**config.mk**
```make
export PLATFORM = sky130hd
export DESIGN_NAME = fetch_branch_history_flat
export DESIGN_NICKNAME = d
export VERILOG_FILES = /design/src/rtl/fetch_branch_history_pkg.sv /design/src/rtl/fetch_branch_history_if.sv /design/src/rtl/fetch_branch_history_ghr_commit_shifter.sv /design/src/rtl/fetch_branch_history.sv /design/src/flat_wrapper.sv
export SDC_FILE = /design/constraint.sdc
export NUM_CORES = 1
export LEC_CHECK = 0
export BUFFER_PORTS_ARGS = -buffer_cell sky130_fd_sc_hd__buf_4
export CAP_MARGIN = 15
export CORE_ASPECT_RATIO = 0.9
export CORE_MARGIN = 10
export CORE_UTILIZATION = 42
export CTS_CLUSTER_SIZE = 40
export DETAILED_ROUTE_END_ITERATION = 16
export PLACE_DENSITY_LB_ADDON = 0.12
export SLEW_MARGIN = 30
export SYNTH_ARGS = -nofsm -noshare
export SYNTH_HDL_FRONTEND = slang
export SYNTH_SLANG_ARGS = --single-unit
export TNS_END_PERCENT = 1
```
**constraint.sdc**
```tcl
create_clock -name clk -period 3 [get_ports clk]
set_input_delay 0.45 -clock clk [delete_from_list [all_inputs] [get_ports clk]]
set_output_delay 0.45 -clock clk [all_outputs]
set_load 0.01 [all_outputs]
```
**src/rtl/fetch_branch_history_pkg.sv**
```systemverilog
// Shared types and helpers for the fetch-stage branch history manager.
// History/ID/commit widths mirror the core configuration.
package fetch_branch_history_pkg;

   localparam int GLOBAL_HISTORY_WIDTH = 8;
   localparam int CHECKPOINT_ID_WIDTH  = 2;
   localparam int COMMIT_WIDTH         = 2;
   localparam int RAT_CKPT_WIDTH       = 16;

   typedef logic [GLOBAL_HISTORY_WIDTH-1:0] global_history_t;
   typedef logic [CHECKPOINT_ID_WIDTH-1:0]  checkpoint_id_t;

   typedef struct packed {
      global_history_t           global_history;
      logic [RAT_CKPT_WIDTH-1:0] rat_ckpt;
   } checkpoint_t;

   // Newest outcome enters at the LSB, oldest drops out of the MSB.
   function automatic global_history_t ghr_shift(input global_history_t h, input logic t);
      return {h[GLOBAL_HISTORY_WIDTH-2:0], t};
   endfunction

endpackage

```
**src/rtl/fetch_branch_history_if.sv**
```systemverilog
// Fetch / checkpoint-buffer / exbru / commit signals seen by the history manager.
interface fetch_branch_history_if;
   import fetch_branch_history_pkg::*;

   logic                    fetch_bhu_valid;
   logic                    fetch_bhu_pred_taken;
   logic                    bhu_fetch_stall;
   checkpoint_id_t          bhu_fetch_checkpoint_id;
   global_history_t         bhu_fetch_global_history;
   checkpoint_id_t          cpbuf_fetch_new_id;
   logic                    cpbuf_fetch_new_id_valid;
   checkpoint_t             fetch_cpbuf_data;
   logic                    fetch_cpbuf_push;
   logic                    exbru_bhu_mispredict;
   logic                    exbru_bhu_actual_taken;
   checkpoint_t             cpbuf_exbru_data;
   logic [COMMIT_WIDTH-1:0] commit_bhu_branch_valid;
   logic [COMMIT_WIDTH-1:0] commit_bhu_taken;
   logic                    commit_cpbuf_flush;

   modport slave (
      input  fetch_bhu_valid, fetch_bhu_pred_taken, cpbuf_fetch_new_id,
             cpbuf_fetch_new_id_valid, exbru_bhu_mispredict, exbru_bhu_actual_taken,
             cpbuf_exbru_data, commit_bhu_branch_valid, commit_bhu_taken, commit_cpbuf_flush,
      output bhu_fetch_stall, bhu_fetch_checkpoint_id, bhu_fetch_global_history,
             fetch_cpbuf_data, fetch_cpbuf_push
   );

   modport master (
      output fetch_bhu_valid, fetch_bhu_pred_taken, cpbuf_fetch_new_id,
             cpbuf_fetch_new_id_valid, exbru_bhu_mispredict, exbru_bhu_actual_taken,
             cpbuf_exbru_data, commit_bhu_branch_valid, commit_bhu_taken, commit_cpbuf_flush,
      input  bhu_fetch_stall, bhu_fetch_checkpoint_id, bhu_fetch_global_history,
             fetch_cpbuf_data, fetch_cpbuf_push
   );

endinterface

```
**src/rtl/fetch_branch_history_ghr_commit_shifter.sv**
```systemverilog
// In-order shift of the architectural history by every valid commit slot.
module ghr_commit_shifter
   import fetch_branch_history_pkg::*;
(
   input  global_history_t         arch_ghr,
   input  logic [COMMIT_WIDTH-1:0] branch_valid,
   input  logic [COMMIT_WIDTH-1:0] taken,
   output global_history_t         arch_next
);

   logic [COMMIT_WIDTH:0][GLOBAL_HISTORY_WIDTH-1:0] stage;

   assign stage[0] = arch_ghr;

   for (genvar i = 0; i < COMMIT_WIDTH; i++) begin : g_slot
      assign stage[i+1] = branch_valid[i] ? ghr_shift(stage[i], taken[i]) : stage[i];
   end

   assign arch_next = stage[COMMIT_WIDTH];

endmodule

```
**src/rtl/fetch_branch_history.sv**
```systemverilog
// Speculative/architectural global branch history manager in fetch.
// Optional perf counters: define BRANCH_HISTORY_PERF_COUNTER_EN.
module fetch_branch_history
   import fetch_branch_history_pkg::*;
(
   input  logic                   clk,
   input  logic                   rst,
`ifdef BRANCH_HISTORY_PERF_COUNTER_EN
   output logic [31:0]            bhu_perf_stall_count,
   output logic [31:0]            bhu_perf_mispredict_count,
`endif
   fetch_branch_history_if.slave  bif
);

   global_history_t spec_ghr, spec_next;
   global_history_t arch_ghr, arch_next;

   ghr_commit_shifter u_commit_shifter (
      .arch_ghr     (arch_ghr),
      .branch_valid (bif.commit_bhu_branch_valid),
      .taken        (bif.commit_bhu_taken),
      .arch_next    (arch_next)
   );

   // RAT fields of the mispredict checkpoint are irrelevant to history repair.
   logic unused_rat;
   assign unused_rat = ^bif.cpbuf_exbru_data.rat_ckpt;

   always_comb begin
      spec_next                 = spec_ghr;
      bif.fetch_cpbuf_push      = 1'b0;
      bif.bhu_fetch_stall       = 1'b0;
      bif.fetch_cpbuf_data      = '0;
      if (bif.commit_cpbuf_flush) begin
         spec_next           = arch_next;
         bif.bhu_fetch_stall = 1'b1;
      end else if (bif.exbru_bhu_mispredict) begin
         spec_next           = ghr_shift(bif.cpbuf_exbru_data.global_history,
                                         bif.exbru_bhu_actual_taken);
         bif.bhu_fetch_stall = 1'b1;
      end else if (bif.fetch_bhu_valid) begin
         if (bif.cpbuf_fetch_new_id_valid) begin
            bif.fetch_cpbuf_push                = 1'b1;
            bif.fetch_cpbuf_data.global_history = spec_ghr;
            spec_next                           = ghr_shift(spec_ghr, bif.fetch_bhu_pred_taken);
         end else begin
            bif.bhu_fetch_stall = 1'b1;
         end
      end
   end

   assign bif.bhu_fetch_checkpoint_id  = bif.cpbuf_fetch_new_id;
   assign bif.bhu_fetch_global_history = spec_ghr;

   always_ff @(posedge clk or negedge rst) begin
      if (!rst) begin
         spec_ghr <= '0;
         arch_ghr <= '0;
      end else begin
         spec_ghr <= spec_next;
         arch_ghr <= arch_next;
      end
   end

`ifdef BRANCH_HISTORY_PERF_COUNTER_EN
   always_ff @(posedge clk or negedge rst) begin
      if (!rst) begin
         bhu_perf_stall_count      <= '0;
         bhu_perf_mispredict_count <= '0;
      end else begin
         if (bif.bhu_fetch_stall && bif.fetch_bhu_valid && !(&bhu_perf_stall_count))
            bhu_perf_stall_count <= bhu_perf_stall_count + 32'd1;
         if (bif.exbru_bhu_mispredict && !bif.commit_cpbuf_flush && !(&bhu_perf_mispredict_count))
            bhu_perf_mispredict_count <= bhu_perf_mispredict_count + 32'd1;
      end
   end
`endif

endmodule
```
**src/flat_wrapper.sv**
```systemverilog
// flat-port wrapper written by rule: the top's interface ports become plain ports
module fetch_branch_history_flat import fetch_branch_history_pkg::*;
  (clk, rst, bif_fetch_bhu_valid, bif_fetch_bhu_pred_taken, bif_cpbuf_fetch_new_id, bif_cpbuf_fetch_new_id_valid, bif_exbru_bhu_mispredict, bif_exbru_bhu_actual_taken, bif_cpbuf_exbru_data, bif_commit_bhu_branch_valid, bif_commit_bhu_taken, bif_commit_cpbuf_flush, bif_bhu_fetch_stall, bif_bhu_fetch_checkpoint_id, bif_bhu_fetch_global_history, bif_fetch_cpbuf_data, bif_fetch_cpbuf_push);
  fetch_branch_history_if bif_i ();
  input  logic clk;
  input  logic rst;
  input wire logic [$bits(bif_i.fetch_bhu_valid)-1:0] bif_fetch_bhu_valid;
  input wire logic [$bits(bif_i.fetch_bhu_pred_taken)-1:0] bif_fetch_bhu_pred_taken;
  input wire logic [$bits(bif_i.cpbuf_fetch_new_id)-1:0] bif_cpbuf_fetch_new_id;
  input wire logic [$bits(bif_i.cpbuf_fetch_new_id_valid)-1:0] bif_cpbuf_fetch_new_id_valid;
  input wire logic [$bits(bif_i.exbru_bhu_mispredict)-1:0] bif_exbru_bhu_mispredict;
  input wire logic [$bits(bif_i.exbru_bhu_actual_taken)-1:0] bif_exbru_bhu_actual_taken;
  input wire logic [$bits(bif_i.cpbuf_exbru_data)-1:0] bif_cpbuf_exbru_data;
  input wire logic [$bits(bif_i.commit_bhu_branch_valid)-1:0] bif_commit_bhu_branch_valid;
  input wire logic [$bits(bif_i.commit_bhu_taken)-1:0] bif_commit_bhu_taken;
  input wire logic [$bits(bif_i.commit_cpbuf_flush)-1:0] bif_commit_cpbuf_flush;
  output wire logic [$bits(bif_i.bhu_fetch_stall)-1:0] bif_bhu_fetch_stall;
  output wire logic [$bits(bif_i.bhu_fetch_checkpoint_id)-1:0] bif_bhu_fetch_checkpoint_id;
  output wire logic [$bits(bif_i.bhu_fetch_global_history)-1:0] bif_bhu_fetch_global_history;
  output wire logic [$bits(bif_i.fetch_cpbuf_data)-1:0] bif_fetch_cpbuf_data;
  output wire logic [$bits(bif_i.fetch_cpbuf_push)-1:0] bif_fetch_cpbuf_push;
  assign bif_i.fetch_bhu_valid = bif_fetch_bhu_valid;
  assign bif_i.fetch_bhu_pred_taken = bif_fetch_bhu_pred_taken;
  assign bif_i.cpbuf_fetch_new_id = bif_cpbuf_fetch_new_id;
  assign bif_i.cpbuf_fetch_new_id_valid = bif_cpbuf_fetch_new_id_valid;
  assign bif_i.exbru_bhu_mispredict = bif_exbru_bhu_mispredict;
  assign bif_i.exbru_bhu_actual_taken = bif_exbru_bhu_actual_taken;
  assign bif_i.cpbuf_exbru_data = bif_cpbuf_exbru_data;
  assign bif_i.commit_bhu_branch_valid = bif_commit_bhu_branch_valid;
  assign bif_i.commit_bhu_taken = bif_commit_bhu_taken;
  assign bif_i.commit_cpbuf_flush = bif_commit_cpbuf_flush;
  assign bif_bhu_fetch_stall = bif_i.bhu_fetch_stall;
  assign bif_bhu_fetch_checkpoint_id = bif_i.bhu_fetch_checkpoint_id;
  assign bif_bhu_fetch_global_history = bif_i.bhu_fetch_global_history;
  assign bif_fetch_cpbuf_data = bif_i.fetch_cpbuf_data;
  assign bif_fetch_cpbuf_push = bif_i.fetch_cpbuf_push;
  fetch_branch_history u_core (.clk(clk), .rst(rst), .bif(bif_i));
endmodule
```
==> summary.md <==
| Metric | Value |
|---|---|
| Status | `finished, violations left` |
| Failing checks | `negative hold slack` |
| Ratio of cells with drive above 1 in the final layout | `between 20 and 30%` |
| Htree depth | `1` |
| Total GRT Usage | `10.3%` |
| Cts hold-fix bufs | `0` |
| Number of global-route vias before repair | `838` |
| First-pass GRT wire length | `roughly 4 mm` |
| Placer Congestion | `between 0.7 and 0.8` |
| Post-route ant nets | `0` |
| Mapped Area | `~1100 µm²` |
| Max_cap viols | `0` |
| CP startpoint | `bif_fetch_bhu_valid` |
| Num CTS Buffers | `3` |
| Tcrit/Tclk final | `between 60% and 70%` |
| CP Launch Type | `primary input` |
| Mapped Avg Cell Area | `between 9 and 10 µm²` |
| Vias per inst | `about 5.0` |
| Unrepaired setup endpoints after global routing | `false` |
| Tmin final | `1860 ps` |
| Final core occ | `a little over half` |
| Endpoints failing setup | `0` |
| Count of buffers from port buffering | `36` |
| Crit path buffers/inverters | `2` |
| Routed vias | `around 860` |
| DIE AREA | `between 5000 and 6000 µm²` |
| DP HPWL | `around 2.1 mm` |
| Final slew viol count | `0` |
| Yosys warns | `0` |
| CTS tree | `yes` |
| Die width | `between 70 and 80 µm` |
| CP peak stage delay | `370 ps` |
| Setup CP Type | `in2out` |
| Ports | `74` |
| # rows | `17` |
| Top-count cell post-synth | `buf_4` |
| Clock sinks | `16` |
| Worst r2r path cells | `3` |
| CP cell instances | `buf_4 > nand2_2 > nor3_2 > and2_1 > buf_4` |
| Largest cells by area after synthesis | `dfrtp_1 36%, buf_4 13%, mux2i_1 9.0%` |
| HP Class | `in2async` |
| Area leader, netlist | `dfrtp_1` |
| WHS | `-7.08 ps` |
| CP Capture Type | `output pin` |
| Postcts setup bufs | `0` |
| CP Data Arrival Time | `between 1000 and 1500 ps` |
| Initial drt markers | `42` |
| Post-Syn Instances | `118` |
| Core area | `approximately 2500 µm²` |
| Antenna diodes | `0` |
| Gr ovfl total | `0` |
| Flop2flop setup slack | `1760 ps` |
| Clock skew | `about 14 ps` |
| Slowest CP cell | `nor3_2` |
| Endpoints failing hold | `8` |
| Setup TNS | `0 ps` |
| Fmax | `539 MHz` |
| Crit path max-delay family | `simple AND/OR/NAND/NOR gates` |
| Avg WL per Cell | `~15 µm` |
| Max FO, Critical Path | `10` |
| FFs w/ async S/R, synth | `100%` |
| Lkg Pwr | `roughly 0.73 nW` |
| Top cell type's share of synthesized area | `36.1%` |
| IR Drop Worst-Case VDD | `between 200 and 300 µV` |
| Pin count of the biggest net entering global routing | `19` |
| Pre-Repair DR Iteration Count | `3` |
| Clock latency on the worst-skew pair | `290 ps` |
| Starting Density | `between 40% and 50%` |
| Initial antenna violation count | `0` |
| Fin nets | `approximately 190` |
| Worst reg2reg path startpoint | `u_core.arch_ghr[6]` |
| Yosys cell types | `25` |
| Die Y | `between 60 and 70 µm` |
| Predominant post-synthesis flop cell | `dfrtp_1` |
| Area grow syn2layout | `18.3%` |
| Clk slew on worst S/H paths | `about 100 ps` |
| Most used cell, CP | `buf_4` |
| Resized cells post-CTS | `0` |
| Total Routed Length | `approximately 2.6 mm` |
| RR Endpoint | `u_core.bif.bhu_fetch_global_history[6]` |
| Flops & latches, synth | `16` |
| # DRC | `0` |
| Critical path data required time | `roughly 2600 ps` |
| Fillers | `~240` |
| Commonest cells post-synth | `19 x buf_4, 16 x dfrtp_1, 10 x mux2i_1` |
| Power Density | `roughly 450 nW/µm²` |
| Sequential fraction of the synthesis area | `36.1%` |
| Post-synth EDFFs | `0` |
| Root Driver | `clkbuf_4` |
| Longest Clk Path Bufs | `2` |
==> worst max path at each step <==
stage	end	slack, ps	depth (start not counted)
CTS	bif_fetch_cpbuf_data[18]	1130	5
global route	bif_fetch_cpbuf_data[19]	1010	5
finish	bif_fetch_cpbuf_data[18]	1140	5
global placement	bif_fetch_cpbuf_data[18]	1140	5
floorplan	bif_fetch_cpbuf_data[16]	1280	4
detailed placement	bif_fetch_cpbuf_data[18]	1130	5
==> final cells by class <==
| cell class | count | area (µm²) | share of cell area, % |
|---|---|---|---|
| repair buffers | 36 | 270 | 20.6 |
| clock buffers | 3 | 22.5 | 1.72 |
| multi-input cells | 82 | 549 | 41.9 |
| inverters | 9 | 33.8 | 2.58 |
| well taps | 28 | 35.0 | 2.67 |
| flip-flops and latches | 16 | 400 | 30.5 |
==> layout by cell type (no fill, tap or decap) <==
cell / instances
a22o_1: 7
and2_1: 9
nand2_2: 1
o221a_2: 2
clkbuf_4: 3
buf_4: 36
a21oi_1: 8
dfrtp_1: 16
nand2_1: 3
nor2_1: 1
o21ai_0: 2
xnor2_1: 1
or3_1: 2
nor3_2: 1
a211o_1: 9
mux2i_1: 10
inv_1: 9
and3_1: 8
conb_1: 16
a32o_1: 1
and2b_1: 1
==> per-layer routing <==
layer	track usage, %	vias to the layer above	routed length, µm
met1	11.8	401	1080
met2	17.0	24	1320
li1	-	434	-
met4	3.49	0	28
met5	0	-	0
met3	4.56	4	208
==> cells by family (layout without fill, tap and decap cells) <==
kind of cell | Yosys count | after routing | synth area share [%]
flops | 16 | 16 | 36.1
compound gates | 29 | 29 | 20.1
xor+xnor | 1 | 1 | 0.790
mux | 10 | 10 | 9.03
other cells | 1 | 16 | 0.338
simple gates | 26 | 26 | 14.2
buf+inv | 35 | 48 | 19.4
==> registers in the layout, indices dropped and copies added (netlist names) <==
register                             count
u_core.bif.bhu_fetch_global_history      8
u_core.arch_ghr                          8
==> per-stage QoR <==
| stage | setup slack, ps | instances | power, mW | instance area [µm²] | hold slack, ps |
|---|---|---|---|---|---|
| finish | 1140 | 174 | 0.584 | 1310 | -7.08 |
| global route | 1010 | 174 | 0.618 | 1310 | 5.30 |
| CTS | 1130 | 174 | 0.587 | 1310 | 2.49 |
| detailed placement | 1130 | 171 | 0.476 | 1290 | 322 |
| global placement | 1140 | 171 | 0.473 | 1290 | 319 |
| floorplan | 1280 | 133 | 0.417 | 1160 | 154 |
==> where the power goes <==
| group | switching, mW | internal [mW] | leakage, nW |
|---|---|---|---|
| Clock | 0.0676 | 0.0467 | 0.0138 |
| Combinational | 0.0892 | 0.0953 | 0.526 |
| Sequential | 0.0297 | 0.256 | 0.190 |
| Total | 0.187 | 0.397 | 0.730 |
No activity file was read; power rests on OpenSTA's default activity.
